===== src/rtl/serial_mod_div.sv =====
// Serial modulo divider: streams dividend bits MSB-first and reports dividend mod D.
// Optional quotient shift register is enabled with macro SMD_QUOTIENT_EN.
module serial_mod_div #(
  parameter int DATA_W = 1,
  parameter int MOD_W  = 4,
  parameter int CNT_W  = 8,
  parameter int QUO_W  = 16
) (
  input  logic              clock,
  input  logic              reset,
  input  logic              in_valid,
  output logic              in_ready,
  input  logic [DATA_W-1:0] in_data,
  input  logic              in_start,
  input  logic              in_last,
  input  logic [MOD_W-1:0]  divisor,
  output logic              out_valid,
  input  logic              out_ready,
  output logic [MOD_W-1:0]  out_rem,
  output logic              out_divisible,
  output logic              out_err,
  output logic [CNT_W-1:0]  out_bits,
  output logic [QUO_W-1:0]  out_quo
);

  typedef enum logic [1:0] {S_IDLE, S_RUN, S_DONE, S_ERR} state_t;

  state_t           state_q, state_d;
  logic [MOD_W-1:0] d_q, d_d, r_q, r_d;
  logic [CNT_W-1:0] cnt_q, cnt_d;
  logic             err_q, err_d;
  logic [MOD_W-1:0] out_rem_q, out_rem_d;
  logic             out_div_q, out_div_d;
  logic             out_err_q, out_err_d;
  logic [CNT_W-1:0] out_bits_q, out_bits_d;

  logic             accept, in_frame, err_next, ge;
  logic [MOD_W-1:0] r_base, d_base, r_step;
  logic [MOD_W:0]   t;
  logic [CNT_W:0]   cnt_sum;
  logic [CNT_W-1:0] cnt_step;

  assign accept   = in_valid && in_ready;
  // Non-start beats seen in IDLE belong to no frame and are dropped.
  assign in_frame = accept && (in_start || state_q == S_RUN || state_q == S_ERR);
  assign err_next = in_start ? (divisor == '0) : err_q;

`ifdef SMD_QUOTIENT_EN
  logic [QUO_W-1:0] quo_q, quo_d, quo_base, quo_step, out_quo_q, out_quo_d;
`endif

  // One restoring-division step per input bit; r < D keeps one subtract enough.
  always_comb begin
    r_base = in_start ? '0 : r_q;
    d_base = in_start ? divisor : d_q;
    r_step = r_base;
    t      = '0;
    ge     = 1'b0;
`ifdef SMD_QUOTIENT_EN
    quo_base = in_start ? '0 : quo_q;
    quo_step = quo_base;
`endif
    for (int i = DATA_W-1; i >= 0; i--) begin
      t      = {r_step, in_data[i]};
      ge     = (t >= {1'b0, d_base});
      r_step = ge ? MOD_W'(t - {1'b0, d_base}) : t[MOD_W-1:0];
`ifdef SMD_QUOTIENT_EN
      quo_step = {quo_step[QUO_W-2:0], ge};
`endif
    end
    cnt_sum  = {1'b0, (in_start ? '0 : cnt_q)} + (CNT_W+1)'(DATA_W);
    cnt_step = cnt_sum[CNT_W] ? '1 : cnt_sum[CNT_W-1:0];
  end

  always_ff @(posedge clock or posedge reset) begin
    if (reset) state_q <= S_IDLE;
    else       state_q <= state_d;
  end

  always_comb begin
    state_d = state_q;
    if (state_q == S_DONE) begin
      if (out_ready) state_d = S_IDLE;
    end else if (accept) begin
      if (in_start)
        state_d = in_last ? S_DONE : ((divisor == '0) ? S_ERR : S_RUN);
      else if (state_q != S_IDLE && in_last)
        state_d = S_DONE;
    end
  end

  always_comb begin
    in_ready  = (state_q != S_DONE);
    out_valid = (state_q == S_DONE);
  end

  always_comb begin
    d_d        = d_q;
    r_d        = r_q;
    cnt_d      = cnt_q;
    err_d      = err_q;
    out_rem_d  = out_rem_q;
    out_div_d  = out_div_q;
    out_err_d  = out_err_q;
    out_bits_d = out_bits_q;
`ifdef SMD_QUOTIENT_EN
    quo_d      = quo_q;
    out_quo_d  = out_quo_q;
`endif
    if (in_frame) begin
      d_d   = d_base;
      err_d = err_next;
      cnt_d = cnt_step;
      r_d   = err_next ? r_base : r_step;
`ifdef SMD_QUOTIENT_EN
      quo_d = err_next ? quo_base : quo_step;
`endif
      if (in_last) begin
        out_rem_d  = err_next ? '0 : r_d;
        out_div_d  = !err_next && (r_d == '0);
        out_err_d  = err_next;
        out_bits_d = cnt_d;
`ifdef SMD_QUOTIENT_EN
        out_quo_d  = quo_d;
`endif
      end
    end
  end

  always_ff @(posedge clock or posedge reset) begin
    if (reset) begin
      d_q        <= '0;
      r_q        <= '0;
      cnt_q      <= '0;
      err_q      <= 1'b0;
      out_rem_q  <= '0;
      out_div_q  <= 1'b0;
      out_err_q  <= 1'b0;
      out_bits_q <= '0;
    end else begin
      d_q        <= d_d;
      r_q        <= r_d;
      cnt_q      <= cnt_d;
      err_q      <= err_d;
      out_rem_q  <= out_rem_d;
      out_div_q  <= out_div_d;
      out_err_q  <= out_err_d;
      out_bits_q <= out_bits_d;
    end
  end

`ifdef SMD_QUOTIENT_EN
  always_ff @(posedge clock or posedge reset) begin
    if (reset) begin
      quo_q     <= '0;
      out_quo_q <= '0;
    end else begin
      quo_q     <= quo_d;
      out_quo_q <= out_quo_d;
    end
  end
  assign out_quo = out_quo_q;
`else
  assign out_quo = '0;
`endif

  assign out_rem       = out_rem_q;
  assign out_divisible = out_div_q;
  assign out_err       = out_err_q;
  assign out_bits      = out_bits_q;

endmodule


===== config.mk =====
export PLATFORM = sky130hd
export DESIGN_NAME = serial_mod_div
export DESIGN_NICKNAME = d
export VERILOG_FILES = /design/src/rtl/serial_mod_div.sv
export SDC_FILE = /design/constraint.sdc
export NUM_CORES = 1
export LEC_CHECK = 0
export CORE_MARGIN = 2
export CORE_UTILIZATION = 27
export CTS_CLUSTER_SIZE = 10
export DETAILED_ROUTE_END_ITERATION = 6
export GPL_TIMING_DRIVEN = 0
export MAX_ROUTING_LAYER = met4
export PLACE_DENSITY = 0.49
export SLEW_MARGIN = 20
export SYNTH_ARGS = -nofsm -noshare
export SYNTH_HDL_FRONTEND = slang
export SYNTH_SLANG_ARGS = --single-unit
export TNS_END_PERCENT = 20

===== constraint.sdc =====
create_clock -name clock -period 5.85 [get_ports clock]
set_input_delay 1.17 -clock clock [delete_from_list [all_inputs] [get_ports clock]]
set_output_delay 1.17 -clock clock [all_outputs]
set_load 0.005 [all_outputs]

==> flow_summary.ini, run 1 <==
[detailed_routing]
vias_per_cell = 4.33
final_antenna_net_count = 0
vias = 1579
first_pass_iters = 4
drc_errors = 0
finalWirelength_mm = 4.38
drt_iter0_drc = 74
wire_per_inst_um = 12.0

[floorplanning]
die_area_mm2 = 0.00810
rows = 31
die_y_um = 90
initial_core_util = 0.277
pin_count = 43
core_region_area_mm2 = 0.00721
fp.dieW_um = 90

[critical_path]
cp.required_ns = 6.06
critPathLaunchType = input pin
crit_fanout = 10
cp.arrival_ns = 3.40
end_kind = flip-flop
path_class = in2reg
rrSetupSlack_ns = 3.67

[sta]
max_freq_mhz = 314
tns_ns = 0
finalWorstSetupSlack_ns = 2.66
period_share = 0.545
rsz0062_at_grt = false
tightest_slew_ns = 0.707
finalCriticalPeriod_ns = 3.19
finalMaxSlewViolations = 0
max_slew_margin = 0.528
whs_ns = 0.477
final-setup-viol-count = 0
skew_ns = 0.00489
hold_viol = 0

[flow_run]
maxCapViolations = 0

[finish]
drive_above_1_share = 0.173
n_antenna_cell = 0
stdcell_count = 365
nets = 282
area_growth_pct = 25.9

[placement]
port_buffers = 25
dp_hpwl_mm = 3.29
gp_congestion = 0.781
dp.cells = 357
pre_cts_slack_ns = 2.41

[synthesis]
synthCells = 218
synthFlopType = dfrtp_1
syn_area_mm2 = 0.00200
ys_async_sr_fraction = 1.00
yosysTopAreaCell = dfrtp_1
synth-seq-cells = 33
yosysUniqueCellTypes = 48
syn_area_per_cell_um2 = 9.16
ys_seq_area_frac = 0.414
yosysTopAreaCellShare = 0.414
synth-edff-count = 0
synth_warnings = 0
synth_area_leaders = dfrtp_1 (41%), nand2_1 (6.6%), buf_4 (6.0%)

[clock_tree]
htree_levels = 2
post_cts_buffers = 0
insertion_delay_ns = 0.29
clock-sinks = 33
cts_tree = yes
cts-resized-gates = 0
clk_path_buf_depth = 2
clk_pin_slew_ns = 0.08
holdBufCountCts = 0
cts_buffers = 5
clockRootBuffer = clkbuf_8

[global_route]
track_usage = 0.122
grt_antenna_before_repair = 0
grt_first_pass_wirelength_mm = 7.74
grt_max_degree = 34
grt_pass1_vias = 1543
grt-ovfl-total = 0

[min_path]
hold_class = reg2reg

[power]
p_int_mw = 0.590
power_frac_seq = 0.387
clkPwrFrac = 0.188
switchingPower_mw = 0.342
pwr-share-comb = 0.425
ir_worst_vdd_uv = 136
switching_share = 0.367
power_mw = 0.932
power_density_mw_per_mm2 = 371
power_leakage_nw = 1.19

[status]
status = complete, no violations
[cell usage in the layout (no fill, tap or decap), drive strengths merged, types with 2 or more instances in the layout]
| cell | count |
|---|---|
| o21a | 2 |
| nand2 | 35 |
| a21oi | 9 |
| buf | 22 |
| a31oi | 5 |
| conb | 16 |
| clkbuf | 5 |
| o21ai | 22 |
| ha | 5 |
| xnor2 | 4 |
| nor2b | 5 |
| inv | 11 |
| clkinv | 2 |
| mux2i | 8 |
| a22o | 4 |
| or3 | 3 |
| clkdlybuf4s50 | 25 |
| nand3 | 8 |
| nor2 | 18 |
| nand2b | 3 |
| dfrtp | 33 |
| mux2 | 4 |
[through the flow]
step / cell area, um^2 / util
detailed placement: 2430 / 0.336
floorplan: 2050 / -
global route: 2510 / 0.348
CTS: 2510 / 0.348
global placement: 2430 / 0.336
finish: 2510 / 0.348
[final timing paths]
path / endpoint / from / depth (start not counted)
worst max-delay path: r_q[0] / in_start / 9
worst min-delay path: out_bits[7] / out_bits[7] / 2
worst max register to register: r_q[0] / d_q[0] / 7
worst min register to register: out_bits[7] / out_bits[7] / 2
max in group asynchronous: d_q[3] / reset / 2
min in group asynchronous: out_bits[5] / reset / 2
[cell type report]
| type | instances | area [um^2] |
|---|---|---|
| timing repair buffer | 25 | 250 |
| sequential | 33 | 826 |
| multi-input combinational | 167 | 1030 |
| buffer | 22 | 156 |
| fill | 776 | 4700 |
| clock inverter | 3 | 17.5 |
| inverter | 11 | 43.8 |
| tap | 99 | 124 |
| clock buffer | 5 | 68.8 |
[registers in the layout, summed over array words and instances, names as in the netlist]
| register | count |
|---|---|
| out_bits | 8 |
| r_q | 4 |
| err_q | 1 |
| out_divisible | 1 |
| cnt_q | 8 |
| d_q | 4 |
| out_rem | 4 |
| out_err | 1 |
| state_q | 2 |
[worst max-delay path: stages]
cell and delay [ns]:
buf_6 0.13, buf_2 0.26, mux2_2 0.39, ha_1 0.30
nand2b_1 0.16, a31oi_1 0.25, o21a_2 0.23, mux2_1 0.37
o21ai_1 0.13
[synth_stat cells, drive strengths merged (2+ instances only)]
cell / number
a21oi: 9
a22o: 4
a31oi: 5
buf: 22
dfrtp: 33
ha: 5
inv: 11
mux2: 4
mux2i: 8
nand2: 35
nand2b: 3
nand3: 8
nor2: 18
nor2b: 5
o21a: 2
o21ai: 22
or3: 3
xnor2: 4
[power by group through the flow]
stage / Sequential (mW) / Combinational [mW] / Clock, mW
floorplan: 0.356 / 0.262 / 0
global placement: 0.365 / 0.393 / 0
detailed placement: 0.365 / 0.400 / 0
CTS: 0.361 / 0.402 / 0.179
global route: 0.372 / 0.449 / 0.192
finish: 0.361 / 0.396 / 0.175
[routing by layer]
layer | global-route usage | wire length [um]
met5 | - | 0
met4 | 0.0385 | 57
met3 | 0.0285 | 207
met2 | 0.189 | 2050
met1 | 0.158 | 2060
[kinds of logic after synthesis]
group                    count (synthesis)  synth area share
AO/OA/AOI/OAI                           48             0.162
flip-flops                              33             0.414
AND/OR/NAND/NOR                         80             0.196
XOR/XNOR                                 5            0.0219
buffers and inverters                   33             0.100
multiplexers                            12            0.0627
adder cells (fa/ha/maj)                  6            0.0414
other                                    1           0.00188
Power figures use the tool's default switching activity.
==> inputs of run 2 (changes only) <==
- PLACE_DENSITY: 0.49 -> 0.51
- clock period: 5.85 -> 2.85 ns (I/O delays scaled with it)
==> run 2 against run 1 <==
  * Non-clock buffer count did not move
  * Critical path type unchanged
  * Largest cell class unchanged
  * Clock skew rose by 0.0029 ns
  * Sequential power up 110%
  * Core utilization is 0.21 points higher
  * Highest routed layer unchanged
  * Clock-buffer cell count rose by 2
  * Clock power grew 130%
  * Sequential share of layout area fell by 0.20 points
  * Total power is 110% higher
==> flow_summary.ini, run 2 (synthesis gave the netlist of run 1 again) <==
[status]
status = complete, no violations

[power]
ir_worst_vdd_uv = 209
power_density_mw_per_mm2 = 774
power_leakage_nw = 1.20
power_mw = 1.96

[placement]
pre_cts_slack_ns = -0.0466
placed_area_mm2 = 0.00243
dp.cells = 357
port_buffers = 25
gp_congestion = 0.801
dp_hpwl_mm = 3.36

[floorplanning]
initial_core_util = 0.277
die_y_um = 90
core_region_area_mm2 = 0.00721
pin_count = 43
die_area_mm2 = 0.00810
rows = 31
fp.dieW_um = 90

[detailed_routing]
vias_per_cell = 4.38
wire_per_inst_um = 12.4
final_antenna_net_count = 0
finalWirelength_mm = 4.52
vias = 1599
drt_iter0_drc = 84
first_pass_iters = 4
drc_errors = 0

[clock_tree]
cts_tree = yes
clockRootBuffer = clkbuf_8
clk_path_buf_depth = 2
insertion_delay_ns = 0.29
cts_buffers = 5
clock-sinks = 33
cts-resized-gates = 0
holdBufCountCts = 0
htree_levels = 2
post_cts_buffers = 0
clk_pin_slew_ns = 0.07

[global_route]
grt_max_degree = 34
grt_pass1_vias = 1497
track_usage = 0.124
grt_antenna_before_repair = 0
grt_first_pass_wirelength_mm = 7.65
grt-ovfl-total = 0

[finish]
area_growth_pct = 26.6
design_area_mm2 = 0.00253
stdcell_count = 365
layout_commonest_cell = nand2_1
fillers = 777
regArea_um2 = 826
layout_common_cells = nand2_1 (35), dfrtp_1 (33), clkdlybuf4s50_1 (25)
nets = 282
multi_input_area_mm2 = 0.00103
drive_above_1_share = 0.173
n_antenna_cell = 0

[sta]
rsz0062_at_grt = false
hold_viol = 0
max_freq_mhz = 389
max_slew_margin = 0.530
whs_ns = 0.482
tightest_slew_ns = 0.704
final-setup-viol-count = 0
skew_ns = 0.00781
finalCriticalPeriod_ns = 2.57
finalMaxSlewViolations = 0
finalWorstSetupSlack_ns = 0.278
period_share = 0.903

[min_path]
hold_class = reg2reg

[flow_run]
maxCapViolations = 0

[critical_path]
end_kind = flip-flop
path_class = in2reg
cp.arrival_ns = 2.80
cp.required_ns = 3.07
crit_fanout = 10
critPathLaunchType = input pin
==> run 2: cell types whose count changed in the layout (fill, tap and decap cells not counted) <==
cell | before | now
clkbuf_8 | 5 | 7
clkinv_2 | 2 | 1
clkinvlp_4 | 1 | 0
==> run 2: power breakdown <==
| part | internal [mW] | total, mW | leakage [nW] | switching [mW] |
|---|---|---|---|---|
| sequential | 0.622 | 0.741 | 0.432 | 0.120 |
| clock | 0.218 | 0.402 | 0.0542 | 0.184 |
| combinational | 0.421 | 0.815 | 0.717 | 0.394 |
| total | 1.26 | 1.96 | 1.20 | 0.698 |
==> run 2: through the flow <==
step	util	setup TNS, ns
detailed placement	0.336	-0.110
finish	0.351	0
global route	0.351	0
global placement	0.336	-0.0823
floorplan	-	0
CTS	0.351	0
==> run 2: final cells by class <==
cell class,instances,share of cell area
Inverter,11,0.0173
Multi-Input combinational cell,167,0.406
Clock buffer,7,0.0381
Clock inverter,1,0.00198
Sequential cell,33,0.327
Buffer,22,0.0619
Tap cell,99,0.0490
Timing Repair Buffer,25,0.0990
==> run 2: worst paths after layout <==
| path | start | endpoint | slack, ns | depth (start not counted) |
|---|---|---|---|---|
| min | out_bits[7] | out_bits[7] | 0.48 | 2 |
| max in group asynchronous | reset | out_bits[2] | 1.69 | 2 |
| max | in_start | out_rem[0] | 0.28 | 9 |
| min reg2reg | out_bits[7] | out_bits[7] | 0.48 | 2 |
| max reg2reg | d_q[0] | out_rem[0] | 0.71 | 7 |
| min in group asynchronous | reset | cnt_q[2] | 0.71 | 2 |
==> run 2: critical path, stage by stage <==
cell,delay [ns]
buf_6,0.13
buf_2,0.29
mux2_2,0.40
ha_1,0.31
nand2b_1,0.15
a31oi_1,0.22
o21a_2,0.21
mux2_1,0.37
o21ai_1,0.14
==> run 2: layer usage <==
| metal | share of wire | GRT usage |
|---|---|---|
| met5 | 0 | - |
| met4 | 0.015 | 0.0385 |
| met3 | 0.047 | 0.0335 |
| met2 | 0.47 | 0.194 |
| met1 | 0.46 | 0.156 |
==> inputs of run 3 (changes only) <==
- CELL_PAD_IN_SITES_DETAIL_PLACEMENT: default -> 1
- CELL_PAD_IN_SITES_GLOBAL_PLACEMENT: default -> 2
- HOLD_SLACK_MARGIN: default -> 0.12
- PLACE_DENSITY: 0.51 -> 0.75
==> run 3 against run 2 <==
  * Global-route usage up 0.85 points
  * Non-clock buffer count unchanged
  * Final cell count down 0.27%
  * Total power down 1.5%
  * Sequential share of layout area up 0.20 points
  * Maximum frequency down 4.2%
  * Sequential power about the same
  * Critical endpoint unchanged
  * Largest power group unchanged
==> flow_summary.ini, run 3 (synthesis gave the netlist of run 1 again) <==
[clock_tree]
holdBufCountCts = 0
post_cts_buffers = 0
cts-resized-gates = 0
clk_pin_slew_ns = 0.07
clock-sinks = 33
clk_path_buf_depth = 2
htree_levels = 2
insertion_delay_ns = 0.28
cts_buffers = 5
clockRootBuffer = clkbuf_8
cts_tree = yes

[power]
power_density_mw_per_mm2 = 768
ir_worst_vdd_uv = 177
pwr-share-comb = 0.429
p_int_mw = 1.23
switchingPower_mw = 0.695
power_mw = 1.93
power_frac_seq = 0.385
switching_share = 0.360
power_leakage_nw = 1.19
clkPwrFrac = 0.186

[sta]
final-setup-viol-count = 0
period_share = 0.942
tightest_slew_ns = 0.699
whs_ns = 0.477
max_slew_margin = 0.533
max_freq_mhz = 372
finalCriticalPeriod_ns = 2.69
rsz0062_at_grt = false
finalMaxSlewViolations = 0
hold_viol = 0
skew_ns = 0.00624
tns_ns = 0

[status]
status = complete, no violations

[finish]
n_antenna_cell = 0
drive_above_1_share = 0.166
layout_common_cells = nand2_1 (35), dfrtp_1 (33), clkdlybuf4s50_1 (25)
utilization = 0.348
layout_commonest_cell = nand2_1
area_growth_pct = 25.9
nets = 282
design_area_mm2 = 0.00251

[min_path]
hold_depth = 2
min-delay-start = out_bits[7]
hold_class = reg2reg
holdPathEnd = out_bits[7]

[critical_path]
end_kind = flip-flop
worstReg2RegEnd = out_rem[0]
cp.required_ns = 3.05
critPathLaunchType = input pin
cp.arrival_ns = 2.89
rrSetupSlack_ns = 0.63
crit_fanout = 10
r2r-start = d_q[0]
path_class = in2reg
reg2regPathDepth = 7

[flow_run]
maxCapViolations = 0

[detailed_routing]
vias = 1618
wire_per_inst_um = 13.2
finalWirelength_mm = 4.81
final_antenna_net_count = 0
first_pass_iters = 4
drt_iter0_drc = 39
vias_per_cell = 4.45
drc_errors = 0

[placement]
gp_congestion = 0.775
placed_area_mm2 = 0.00243
dp_hpwl_mm = 3.75
port_buffers = 25

[floorplanning]
die_y_um = 90
pin_count = 43
core_region_area_mm2 = 0.00721
initial_core_util = 0.277
fp.dieW_um = 90
rows = 31
die_area_mm2 = 0.00810

[global_route]
track_usage = 0.132
grt_first_pass_wirelength_mm = 8.43
grt_max_degree = 34
grt_antenna_before_repair = 0
grt_pass1_vias = 1769
grt-ovfl-total = 0
==> run 3: power by group through the flow <==
stage          Combinational, mW  Sequential [mW]  Clock, mW
6_report                   0.827            0.743      0.359
4_1_cts                    0.842            0.744      0.374
3_3_place_gp               0.812            0.745          0
3_5_place_dp               0.842            0.750          0
2_1_floorplan              0.538            0.730          0
5_1_grt                    0.933            0.767      0.395
==> run 3: worst max path at each step <==
stage                  start         end  slack [ns]  cells after the start
floorplan           in_start  out_rem[0]        0.27                      9
finish              in_start  out_rem[0]        0.16                      9
detailed placement  in_start  out_rem[0]       -0.11                      9
global route        in_start  out_rem[0]        0.06                      9
CTS                 in_start  out_rem[0]        0.18                      9
global placement    in_start  out_rem[0]       -0.07                      9
==> run 3: area by class of cell <==
cell class	instances	area, um^2
Buffer	22	156
Clock buffer	7	86.3
Fill cell	884	4700
Inverter	11	43.8
Multi-Input combinational cell	167	1030
Sequential cell	33	826
Tap cell	99	124
Timing Repair Buffer	25	250
==> run 3: routing by layer <==
layer	part of all wire	up-vias	track usage
li1	-	805	-
met1	0.44	778	0.147
met2	0.51	31	0.237
met3	0.039	4	0.0310
met4	0.010	0	0.0346
met5	0	-	-
==> run 3: per-stage QoR <==
stage	worst slack [ns]	cells
floorplan	0.265	233
global placement	-0.0706	357
detailed placement	-0.113	357
CTS	0.181	364
global route	0.0557	364
finish	0.165	364
==> run 3: critical path, stage by stage <==
cell,delay [ns]
buf_6,0.13
buf_2,0.30
mux2_2,0.40
ha_1,0.31
nand2b_1,0.17
a31oi_1,0.25
o21a_2,0.23
mux2_1,0.38
o21ai_1,0.15
